[src/rtl/uart_bus_arbiter.sv]
// uart_bus_arbiter: round-robin front end that shares the UART status/data
// register pair between two requesters. Every accepted request produces
// exactly one single-cycle strobe on the UART bus, optionally preceded by
// bounded polling of the status register.
//
// state  | meaning
// IDLE   | bus idle, arbitrating between m0_req and m1_req
// POLL   | reading STATE_ADDR until the needed ready bit is set
// ACCESS | single-cycle data strobe to the latched address
// RESP   | result ready; owner's ack pulses on the following cycle
module uart_bus_arbiter #(
    parameter logic [31:0] STATE_ADDR = 32'hBFD003FC,
    parameter logic [31:0] DATA_ADDR  = 32'hBFD003F8,
    parameter bit          POLL_TX    = 1'b1,
    parameter bit          POLL_RX    = 1'b1,
    parameter int          POLL_LIMIT = 4096
) (
    input  logic        clk,
    input  logic        rst,
    input  logic        m0_req,
    input  logic        m0_we,
    input  logic [31:0] m0_addr,
    input  logic [31:0] m0_wdata,
    output logic        m0_ack,
    output logic [31:0] m0_rdata,
    output logic        m0_err,
    input  logic        m1_req,
    input  logic        m1_we,
    input  logic [31:0] m1_addr,
    input  logic [31:0] m1_wdata,
    output logic        m1_ack,
    output logic [31:0] m1_rdata,
    output logic        m1_err,
    output logic [31:0] slv_addr,
    output logic [31:0] slv_data,
    output logic        slv_oe_n,
    output logic        slv_we_n,
    input  logic [31:0] slv_rdata,
    output logic        busy
);

    localparam logic [1:0] S_IDLE   = 2'd0;
    localparam logic [1:0] S_POLL   = 2'd1;
    localparam logic [1:0] S_ACCESS = 2'd2;
    localparam logic [1:0] S_RESP   = 2'd3;

    localparam logic [15:0] CNT_LAST = 16'(POLL_LIMIT - 1);

    logic [1:0]  state;
    logic [1:0]  state_nxt;
    logic        owner;
    logic        last;
    logic        we_q;
    logic [31:0] addr_q;
    logic [31:0] wdata_q;
    logic [31:0] rd_q;
    logic        err_q;
    logic [15:0] poll_cnt;

    logic        req_any;
    logic        pick;
    logic        pick_we;
    logic [31:0] pick_addr;
    logic [31:0] pick_wdata;
    logic        pick_poll;
    logic        status_ok;
    logic        poll_last;
    logic [31:0] acc_addr;
    logic [31:0] acc_wdata;
    logic        acc_we;

    // On a tie the requester that did not finish last wins.
    assign req_any    = m0_req | m1_req;
    assign pick       = (m0_req & m1_req) ? ~last : m1_req;
    assign pick_we    = pick ? m1_we    : m0_we;
    assign pick_addr  = pick ? m1_addr  : m0_addr;
    assign pick_wdata = pick ? m1_wdata : m0_wdata;
    assign pick_poll  = (pick_addr == DATA_ADDR) && (pick_we ? POLL_TX : POLL_RX);
    assign status_ok  = we_q ? slv_rdata[0] : slv_rdata[1];
    assign poll_last  = (poll_cnt == CNT_LAST);

    // An ACCESS entered straight from IDLE uses the request being granted.
    assign acc_addr  = (state == S_IDLE) ? pick_addr  : addr_q;
    assign acc_wdata = (state == S_IDLE) ? pick_wdata : wdata_q;
    assign acc_we    = (state == S_IDLE) ? pick_we    : we_q;

    // Next-state selection.
    always_comb begin
        state_nxt = state;
        case (state)
            S_IDLE:   if (req_any) state_nxt = pick_poll ? S_POLL : S_ACCESS;
            S_POLL: begin
                if (status_ok)      state_nxt = S_ACCESS;
                else if (poll_last) state_nxt = S_RESP;
            end
            S_ACCESS: state_nxt = S_RESP;
            S_RESP:   state_nxt = S_IDLE;
            default:  state_nxt = S_IDLE;
        endcase
    end

    // State, transaction latches and registered outputs; bus outputs are
    // computed for the state being entered so they line up with that state.
    always_ff @(posedge clk) begin
        if (!rst) begin
            state    <= S_IDLE;
            owner    <= 1'b0;
            last     <= 1'b1;
            we_q     <= 1'b0;
            addr_q   <= '0;
            wdata_q  <= '0;
            rd_q     <= '0;
            err_q    <= 1'b0;
            poll_cnt <= '0;
            m0_ack   <= 1'b0;
            m0_rdata <= '0;
            m0_err   <= 1'b0;
            m1_ack   <= 1'b0;
            m1_rdata <= '0;
            m1_err   <= 1'b0;
            slv_addr <= '0;
            slv_data <= '0;
            slv_oe_n <= 1'b1;
            slv_we_n <= 1'b1;
            busy     <= 1'b0;
        end else begin
            state  <= state_nxt;
            busy   <= (state_nxt != S_IDLE);
            m0_ack <= 1'b0;
            m1_ack <= 1'b0;

            case (state)
                S_IDLE: begin
                    if (req_any) begin
                        owner    <= pick;
                        we_q     <= pick_we;
                        addr_q   <= pick_addr;
                        wdata_q  <= pick_wdata;
                        poll_cnt <= '0;
                        rd_q     <= '0;
                        err_q    <= 1'b0;
                    end
                end
                S_POLL: begin
                    if (!status_ok) begin
                        if (poll_last) err_q    <= 1'b1;
                        else           poll_cnt <= poll_cnt + 16'd1;
                    end
                end
                S_ACCESS: begin
                    rd_q  <= we_q ? 32'h0 : slv_rdata;
                    err_q <= 1'b0;
                end
                S_RESP: begin
                    last <= owner;
                    if (owner) begin
                        m1_ack   <= 1'b1;
                        m1_rdata <= rd_q;
                        m1_err   <= err_q;
                    end else begin
                        m0_ack   <= 1'b1;
                        m0_rdata <= rd_q;
                        m0_err   <= err_q;
                    end
                end
                default: ;
            endcase

            // Idle bus uses address 0, which never matches a UART register.
            slv_addr <= '0;
            slv_data <= '0;
            slv_oe_n <= 1'b1;
            slv_we_n <= 1'b1;
            if (state_nxt == S_POLL) begin
                slv_addr <= STATE_ADDR;
                slv_oe_n <= 1'b0;
            end else if (state_nxt == S_ACCESS) begin
                slv_addr <= acc_addr;
                slv_data <= acc_wdata;
                slv_we_n <= ~acc_we;
                slv_oe_n <= acc_we;
            end
        end
    end

endmodule

[config.mk]
export PLATFORM = sky130hd
export DESIGN_NAME = uart_bus_arbiter
export DESIGN_NICKNAME = d
export VERILOG_FILES = /design/src/rtl/uart_bus_arbiter.sv
export SDC_FILE = /design/constraint.sdc
export NUM_CORES = 1
export LEC_CHECK = 0
export ABC_AREA = 1
export CAP_MARGIN = 20
export CORE_MARGIN = 5
export CORE_UTILIZATION = 40
export CTS_CLUSTER_SIZE = 16
export DETAILED_ROUTE_END_ITERATION = 7
export PLACE_DENSITY_LB_ADDON = 0.05
export SLEW_MARGIN = 15
export SYNTH_ARGS = -nofsm -noshare
export SYNTH_HDL_FRONTEND = slang
export SYNTH_SLANG_ARGS = --single-unit
[constraint.sdc]
create_clock -name clk -period 4.9 [get_ports clk]
set_input_delay 0.98 -clock clk [delete_from_list [all_inputs] [get_ports clk]]
set_output_delay 0.98 -clock clk [all_outputs]
set_load 0.02 [all_outputs]
* Yosys cells after proc, flatten, opt, wreduce, memory -nomap -nowiden
Index checks and enable logic that the tools add are counted.
** Operators by class
- Add/subtract/negate cells :: 1
- Multiply operators :: 0
- Divide/modulo/power cells :: 0
- $lt $le $gt $ge :: 0
- Equality and inequality tests :: 11
- Shift-type cells :: 0
- Muxes and demuxes :: 30
- Bitwise operators :: 7
- Reductions and logical operators :: 13
** Operators by type and width (number)
- 32-bit two-way mux :: 8
- 32-bit one-hot mux with 2 select lines :: 1
- 16-bit two-way mux :: 3
- 32-bit == test (second input constant) :: 1
- 16-bit one-hot mux with 2 select lines :: 1
- 16-bit by 1-bit adder with 16-bit output (second input constant) :: 1
- 16-bit by 12-bit == test with 1-bit output (second input constant) :: 1
- 1-bit two-way mux :: 11
- 2-bit AND reduction :: 5
- 2-bit two-way mux :: 4
- 2-bit != test (second input constant) :: 4
- 2-bit one-hot mux with 4 select lines :: 1
- 4-bit AND reduction :: 2
- 2-bit == test (second input constant) :: 3
- 2-bit nonzero test :: 3
- 1-bit inverter :: 5
- 2-bit by 1-bit == test with 1-bit output (second input constant) :: 2
- 1-bit one-hot mux with 3 select lines :: 1
- 3-bit nonzero test :: 1
- 3-bit OR reduction :: 1
- 2-bit logical NOT :: 1
- 1-bit AND :: 1
- 1-bit bitwise OR :: 1
** Storage, ports and cells
- Bits in registers :: 253
- Latch bits :: 0
- RAM bits :: 0
- Memory bits (read-only) :: 0
- Word-level logic and storage cells :: 83
- Memories :: 0

* Longest topological paths before layout
Gate-level depths: netlist (run 1).
- Depth after elaboration :: 10
- Depth in mapped cells :: 17

* Worst setup path before layout (run 1)
Ideal clock, no wire load.
- Path kind :: in2reg
- Start point :: in m1_req
- End point :: reg slv_addr[11]
- Data arrival time :: 2422 ps
- Setup slack :: 2359 ps
- Stages on the path :: 16
- Path buffers :: 3
- Path through :: buf_4 nand2_8 buf_6 o21ai_1 nand2_1 nor2_1 nand2_1 nor2_2 nand2_1 nand2_2 nand2_2 nand2_2 inv_4 nand2_8 buf_8 nor2_2
** Between the ends
- Word-level cells in the longest chain between the ends :: 10
- Elaborated cells between the ends (all ways) :: 13
- Classes of those cells :: eq/ne: 3; mux: 6; bitwise: 3; reduce/logical: 1
** RTL lines
- from (decl) :: line 27 : input logic m1_req,
- 1-bit AND :: line 74 : assign pick = (m0_req & m1_req) ? ~last : m1_req;
- 1-bit two-way mux :: line 74
- 32-bit two-way mux :: line 76 : assign pick_addr = pick ? m1_addr : m0_addr;
- 32-bit == test :: line 78 : assign pick_poll = (pick_addr == DATA_ADDR) && (pick_we ? POLL_TX : POLL_RX);
- 2-bit two-way mux (2 in a row) :: line 91 : S_IDLE: if (req_any) state_nxt = pick_poll ? S_POLL : S_ACCESS;
- 2-bit one-hot mux with 4 select lines :: line 90 : case (state)
- 2-bit == test :: line 177 : end else if (state_nxt == S_ACCESS) begin
- 1-bit inverter (no source line)
- 3-bit OR reduction (no source line)
- to (signal assigned) :: line 178 : slv_addr <= acc_addr;
- to (decl) :: line 34 : output logic [31:0] slv_addr,
Several ways; a longest one is shown, not always the timed one.
A chain may end at the register's enable or synchronous reset.

* Final worst setup path (run 1)
- Start point :: in m0_req
- End point :: reg slv_data[4]
** Between the ends
- Word-level cells in the longest chain between the ends :: 10
- Elaborated cells between the ends (all ways) :: 14
- Classes of those cells :: eq/ne: 3; mux: 7; bitwise: 3; reduce/logical: 1
** RTL lines
- from (decl) :: line 20 : input logic m0_req,
- 1-bit AND :: line 74
- 1-bit two-way mux :: line 74
- 32-bit two-way mux :: line 76
- 32-bit == test :: line 78
- 2-bit two-way mux (2 in a row) :: line 91
- 2-bit one-hot mux with 4 select lines :: line 90
- 2-bit == test :: line 177
- 1-bit inverter (no source line)
- 3-bit OR reduction (no source line)
- to (signal assigned) :: line 179 : slv_data <= acc_wdata;
- to (decl) :: line 35 : output logic [31:0] slv_data,
Several ways; a longest one is shown, not always the timed one.

==> summary.md, run 1 <==
| Metric | Value |
|---|---|
| Status | finished clean |
| Final Instance Area | 0.0141 mm^2 |
| Reg area | 0.00506 mm^2 |
| Worst path arrival time | 4.06 ns |
| Buffers added on ports | 300 |
| H-tree levels | 1 |
| CP endpoint kind | flop |
| Post-synthesis register bit count | ~250 |
| YS warnings | 0 |
| CTS Root Buffer Type | clkbuf_16 |
| Worst setup path start | m0_req |
| Critical Path RT | between 5 and 6 ns |
| Final number of max-transition violations | 0 |
| PwrDens | 407 mW/mm^2 |
| IO Pins | 301 |
| Worst hold path class | reg2reg |
| Reg-to-reg startpoint | last$_SDFFE_PN1N_ |
| DP Worst Slack | 0.739 ns |
| Synth Net Count | 1449 |
| Setup crit start kind | input port |
| Die H | 168 um |
| Mean area per synthesized cell | 7.76 um^2 |
| Vias per cell | 4.87 |
| Maximum clock rate | 0.273 GHz |
| Final ANT Viol Nets | 0 |
| # setup viols final | 0 |
| Hold_sp | wdata_q[6]$_SDFFE_PN0P_ |
| Die Wd | 168 um |
| Syn Std Cell Area | 0.00994 mm^2 |
| DR DRC count | 0 |
| Leakage | around 5.6 nW |
| Final GP Congestion | 0.896 |
| Worst path cell trace | clkdlybuf4s50_1, nand2_4, nand2_8, inv_1, nand2_1, nand2_1, nand2_1, nor2_1, nand2_1, nor2_2, nand2_1, nand2_2, nand2_2, nand2_2, inv_4, nand2_8, nor2_1 |
| Total GRT Usage | 20.7% |
| Initial antenna violation count | 1 |
| Initial core utilization | 40.8% |
| Relative slew slack | between 20% and 30% |
| Max VDD drop | between 200 and 300 uV |
| Global-route wire length before repair | 48000 um |
| Vias | 9205 |
| Ys async rst share | 0% |
| Postcts setup bufs | 0 |
| Final period utilization | around three quarters |
| Area growth, synth to finish | 41.3% |
| Most frequent cells in the layout | 352 x nand2_1, 299 x clkdlybuf4s50_1, 253 x dfxtp_1 |
| Multi-input gate area | roughly 0.0041 mm^2 |
| Cell count after synthesis | 1282 |
| Cell family with most CP delay | simple AND/OR/NAND/NOR gates |
| Row count | 57 |
| Max Root-Sink Buffers | 3 |
| Final WL | 30300 um |
| Crit Path Class | in2reg |
| Synth Flop Type | dfxtp_1 |
| Number of synthesized flops with an enable pin | 0 |
| Total power | 5.73 mW |
| Distinct cells, synth | 35 |
| Largest net degree at the start of global routing | roughly 120 |
| TNS Setup | 0 ns |
| Sequential-to-total area share from yosys stat | 50.9% |
| Core area | 0.0244 mm^2 |
| Most common cell after layout, fill and taps aside | nand2_1 |
| Final Hold Vio Count | 0 |
| Worst Path Max Fanout | 69 |
| Gr ovfl total | 0 |
| Avg WL per Cell | 16.0 um |
| Layout cells sized above 1 | under 10% |
| Clock Sinks | 253 |
| # fillers | 2300 |
| Hold_buf cts | 0 |
| Placed instance area | 0.0130 mm^2 |
| Max-cap violation count | 0 |
| Resized cells post-CTS | 0 |
| Vias in the first global route | around 8900 |
| Final #Nets | 1710 |
| Period minus WS final | 3.66 ns |
| Max Clock Skew | approximately 0.012 ns |
| WP buf/inv | 3 |
| DR iter-0 viols | 627 |
| Critical-path top delay cell | clkdlybuf4s50_1 |
| Least-Margin Pin Slew | 1.06 ns |
| Final setup margin | 1.24 ns |
| DPL Wire Length | 21200 um |
| Most frequent CP cell | nand2_1 |
| Clk Latency, worst-skew pair | 0.53 ns |
| DRT Pass-1 Iters | 5 |
| TritonCTS clock tree | done |
| Reg clk slew, reported paths | roughly 0.060 ns |
| RSZ-0062 raised after global routing | no |
| CP peak stage delay | 0.48 ns |
| Die area | roughly 0.028 mm^2 |
| Inserted Clock Buffers | 28 |
Yosys cell counts (2+ instances only):
| cell | count | area [um^2] |
|---|---|---|
| mux2i_1 | 34 | 340 |
| buf_2 | 9 | 45.0 |
| buf_6 | 8 | 90.1 |
| nand2_1 | 352 | 1320 |
| nand2_8 | 2 | 40.0 |
| clkbuf_1 | 51 | 191 |
| a211oi_1 | 3 | 22.5 |
| nand2_2 | 5 | 31.3 |
| inv_2 | 2 | 7.51 |
| inv_1 | 94 | 353 |
| nand3_1 | 38 | 190 |
| buf_1 | 6 | 22.5 |
| buf_8 | 2 | 30.0 |
| o21ai_1 | 3 | 15.0 |
| o21ai_0 | 202 | 1010 |
| nand3b_1 | 13 | 97.6 |
| nand4_1 | 21 | 131 |
| nor2_1 | 60 | 225 |
| nor3_1 | 11 | 55.1 |
| nor2_4 | 3 | 33.8 |
| dfxtp_1 | 253 | 5060 |
| buf_4 | 3 | 22.5 |
| nor2_2 | 13 | 81.3 |
| a21oi_1 | 83 | 415 |
final cells by class:
| class | count | area share, % |
|---|---|---|
| Antenna cell | 1 | 0.0178 |
| Clock inverter | 15 | 1.33 |
| Inverter | 98 | 2.64 |
| Tap cell | 324 | 2.88 |
| Sequential cell | 253 | 36.0 |
| Multi-Input combinational cell | 852 | 29.4 |
| Clock buffer | 37 | 5.80 |
| Timing Repair Buffer | 310 | 21.9 |
kinds of logic (layout without fill, tap and decap cells):
| logic type | after synthesis | in the layout | synth area share [%] |
|---|---|---|---|
| and+or+nand+nor | 522 | 522 | 22.7 |
| AOI/OAI and AO/OA | 294 | 294 | 14.9 |
| DFF | 253 | 253 | 50.9 |
| buffers and inverters | 177 | 460 | 7.76 |
| muxes | 34 | 34 | 3.42 |
| adders and majority gates | 1 | 1 | 0.126 |
| xor gates and xnor gates | 1 | 1 | 0.0881 |
| other | 0 | 1 | 0 |
tightest hold or removal path: stages, from the launching register on:
cell	delay, ns
dfxtp_1	0.32
nand2_1	0.05
o21ai_0	0.06
per-stage QoR:
stage                     hold WS, ns  util [%]  instances
after global routing            0.475      57.6       1890
final                           0.452      57.6       1890
after detailed placement        0.440      53.5       1837
after CTS                       0.456      57.6       1889
after global placement          0.434      53.5       1837
after floorplan                 0.423         -       1282
flip-flops by register name, summed over array words and instances (netlist names):
name and cells:
m0_rdata 32, rd_q 32, last 1, state 2, m0_ack 1, slv_data 32
m1_ack 1, busy 1, we_q 1, slv_oe_n 1, slv_addr 32, wdata_q 32
poll_cnt 16, addr_q 32, err_q 1, owner 1, m0_err 1, m1_rdata 32
m1_err 1, slv_we_n 1
path summary, 6_finish.rpt:
kind,cells past startpoint,endpoint,slack (ns)
max,17,slv_data[4]$_SDFF_PP0_,1.24
min,2,wdata_q[6]$_SDFFE_PN0P_,0.45
max reg2reg,16,slv_data[4]$_SDFF_PP0_,1.87
min reg2reg,2,wdata_q[6]$_SDFFE_PN0P_,0.45
report_power, final:
group | total (mW) | internal, mW | switching [mW]
logic | 1.17 | 0.469 | 0.697
clock network | 2.22 | 1.38 | 0.845
registers | 2.34 | 2.26 | 0.0787
total | 5.73 | 4.10 | 1.62
metal layers:
layer	up-vias	global-route usage (%)	share of wire, %
li1	4687	-	-
met1	4176	27.1	43
met2	290	34.3	47
met3	52	4.60	6.5
met4	0	6.49	3.1
met5	-	0	0
No activity file was read; power rests on OpenSTA's default activity.
==> inputs of run 2 (changes only) <==
- clock period: 4.9 -> 3.3 ns (I/O delays scaled with it)
==> run 2 against run 1 <==
Compared with the run above: clock power is 27% higher; global-route usage is 0.12 points lower; hold slack hardly changed; design area is 0.60% lower; wire length is 0.90% lower; first-iteration DRC count is 18% lower; via count is 0.83% lower; sequential share of layout area is 0.22 points higher; largest cell class unchanged.
==> summary.md, run 2 (same netlist as run 1, synthesis figures left out) <==
| Metric | Value |
|---|---|
| Clock Sinks | between 200 and 300 |
| Die area | about 0.028 mm^2 |
| Hold path depth | 2 |
| Critical Path RT | 3.71 ns |
| Final Hold Vio Count | 0 |
| Reg-to-reg startpoint | last$_SDFFE_PN1N_ |
| Postcts setup bufs | 0 |
| Worst hold path class | reg2reg |
| Maximum clock rate | 0.379 GHz |
| Max VDD drop | 477 uV |
| Layout cells sized above 1 | 5.82% |
| Hold_buf cts | 0 |
| CP endpoint kind | flop |
| RSZ-0062 raised after global routing | no |
| CTS Root Buffer Type | clkbuf_16 |
| Status | finished clean |
| Vias per cell | 4.84 |
| Final GP Congestion | slightly above 0.9 |
| TritonCTS clock tree | done |
| Reg clk slew, reported paths | 0.06 ns |
| IO Pins | 301 |
| Global-route wire length before repair | 47900 um |
| Row count | 57 |
| Gr ovfl total | 0 |
| Max-cap violation count | 0 |
| DR DRC count | 0 |
| DR iter-0 viols | 515 |
| Worst path arrival time | 3.05 ns |
| Core area | roughly 0.024 mm^2 |
| Vias | around 9000 |
| Buffers added on ports | 300 |
| Hold EP | addr_q[16]$_SDFFE_PN0P_ |
| # setup viols final | 0 |
| Least-Margin Pin Slew | 1.03 ns |
| Die Wd | ~170 um |
| Diode count | 0 |
| Placed instance area | 0.0131 mm^2 |
| Avg WL per Cell | 15.9 um |
| Flop2flop setup slack | about 0.96 ns |
| Most common cell after layout, fill and taps aside | nand2_1 |
| Final ANT Viol Nets | 0 |
| Final Instance Area | 0.0140 mm^2 |
| Initial antenna violation count | 0 |
| DPL Wire Length | 21200 um |
| Crit Reg-Reg Endpoint | slv_data[14]$_SDFF_PP0_ |
| Period minus WS final | between 2 and 3 ns |
| H-tree levels | 1 |
| DRT Pass-1 Iters | 5 |
| Max Clock Skew | 0.0147 ns |
| Resized cells post-CTS | 0 |
| Hold_sp | addr_q[16]$_SDFFE_PN0P_ |
| Relative slew slack | 31.1% |
| Initial core utilization | 40.8% |
| Largest net degree at the start of global routing | 119 |
| Total GRT Usage | 20.6% |
| Final number of max-transition violations | 0 |
| Most frequent cells in the layout | 352 x nand2_1, 299 x clkdlybuf4s50_1, 253 x dfxtp_1 |
| PwrDens | 576 mW/mm^2 |
| Inserted Clock Buffers | 27 |
| Clk Latency, worst-skew pair | ~0.54 ns |
| Die H | about 170 um |
| Max Root-Sink Buffers | 3 |
| Final period utilization | 79.9% |
| Vias in the first global route | 8641 |
| Leakage | 5.57 nW |
| Worst Path Max Fanout | 46 |
| TNS Setup | 0 ns |
| Area growth, synth to finish | 40.5% |
| R2R cell count | 15 |
| Setup crit start kind | input port |
| Final WL | 30100 um |
| Crit Path Class | in2reg |
| Final #Nets | 1717 |
## run 2: cell count changes in the layout (fill, tap and decap cells not counted), sizes merged
cell	change
clkbuf	+1
clkinv	-5
diode	-1
inv	+2
buf	+8
bufinv	-4
clkinvlp	-3
## run 2: critical path, stage by stage
cell	delay (ns)
clkdlybuf4s50_1	0.47
nand2_4	0.13
buf_4	0.28
nand3_1	0.10
nand2_1	0.18
nand2_1	0.07
nor2_1	0.12
nand2_1	0.07
nor2_2	0.15
nand2_1	0.08
nand2_2	0.11
nand2_2	0.07
nand2_2	0.09
inv_4	0.06
nand2_8	0.26
nor2_1	0.08
## run 2: worst max-delay path by stage
stage | start | to | slack [ns] | depth (start not counted)
global placement | m0_req | slv_data[8]$_SDFF_PP0_ | 0.21 | 16
detailed placement | m0_req | slv_data[11]$_SDFF_PP0_ | 0.17 | 17
finish | m0_req | slv_data[14]$_SDFF_PP0_ | 0.66 | 16
floorplan | m1_req | slv_addr[11]$_SDFF_PP0_ | 1.08 | 16
global route | m0_req | slv_data[15]$_SDFF_PP0_ | 0.45 | 16
CTS | m0_req | slv_data[11]$_SDFF_PP0_ | 0.72 | 16
## run 2: metrics by stage
stage | power, mW | worst slack [ns] | hold WS [ns] | cells | util, %
2_1_floorplan | 4.53 | 1.08 | 0.423 | 1282 | -
3_3_place_gp | 5.29 | 0.210 | 0.435 | 1845 | 53.9
3_5_place_dp | 5.29 | 0.166 | 0.440 | 1845 | 53.9
4_1_cts | 8.15 | 0.717 | 0.456 | 1888 | 57.3
5_1_grt | 8.47 | 0.450 | 0.470 | 1888 | 57.3
6_report | 8.04 | 0.663 | 0.452 | 1888 | 57.3
## run 2: area by class of cell
class | instances | area (um^2)
clock buffers | 38 | 777
fillers | 2325 | 10400
multi-input cells | 852 | 4140
clock inverters | 5 | 46.3
well taps | 324 | 405
flip-flops and latches | 253 | 5060
inverters | 98 | 370
repair buffers | 318 | 3170
## run 2: power breakdown
group | switching, mW | internal, mW
combinational | 1.03 | 0.719
clock | 1.19 | 1.63
sequential | 0.116 | 3.35
total | 2.34 | 5.70
## run 2: metal layers
layer	vias to the layer above	track usage [%]	wire length [um]
met5	-	0	0
li1	4686	-	-
met2	306	33.2	13600
met4	0	5.75	830
met1	4087	27.8	13400
met3	50	4.90	2150
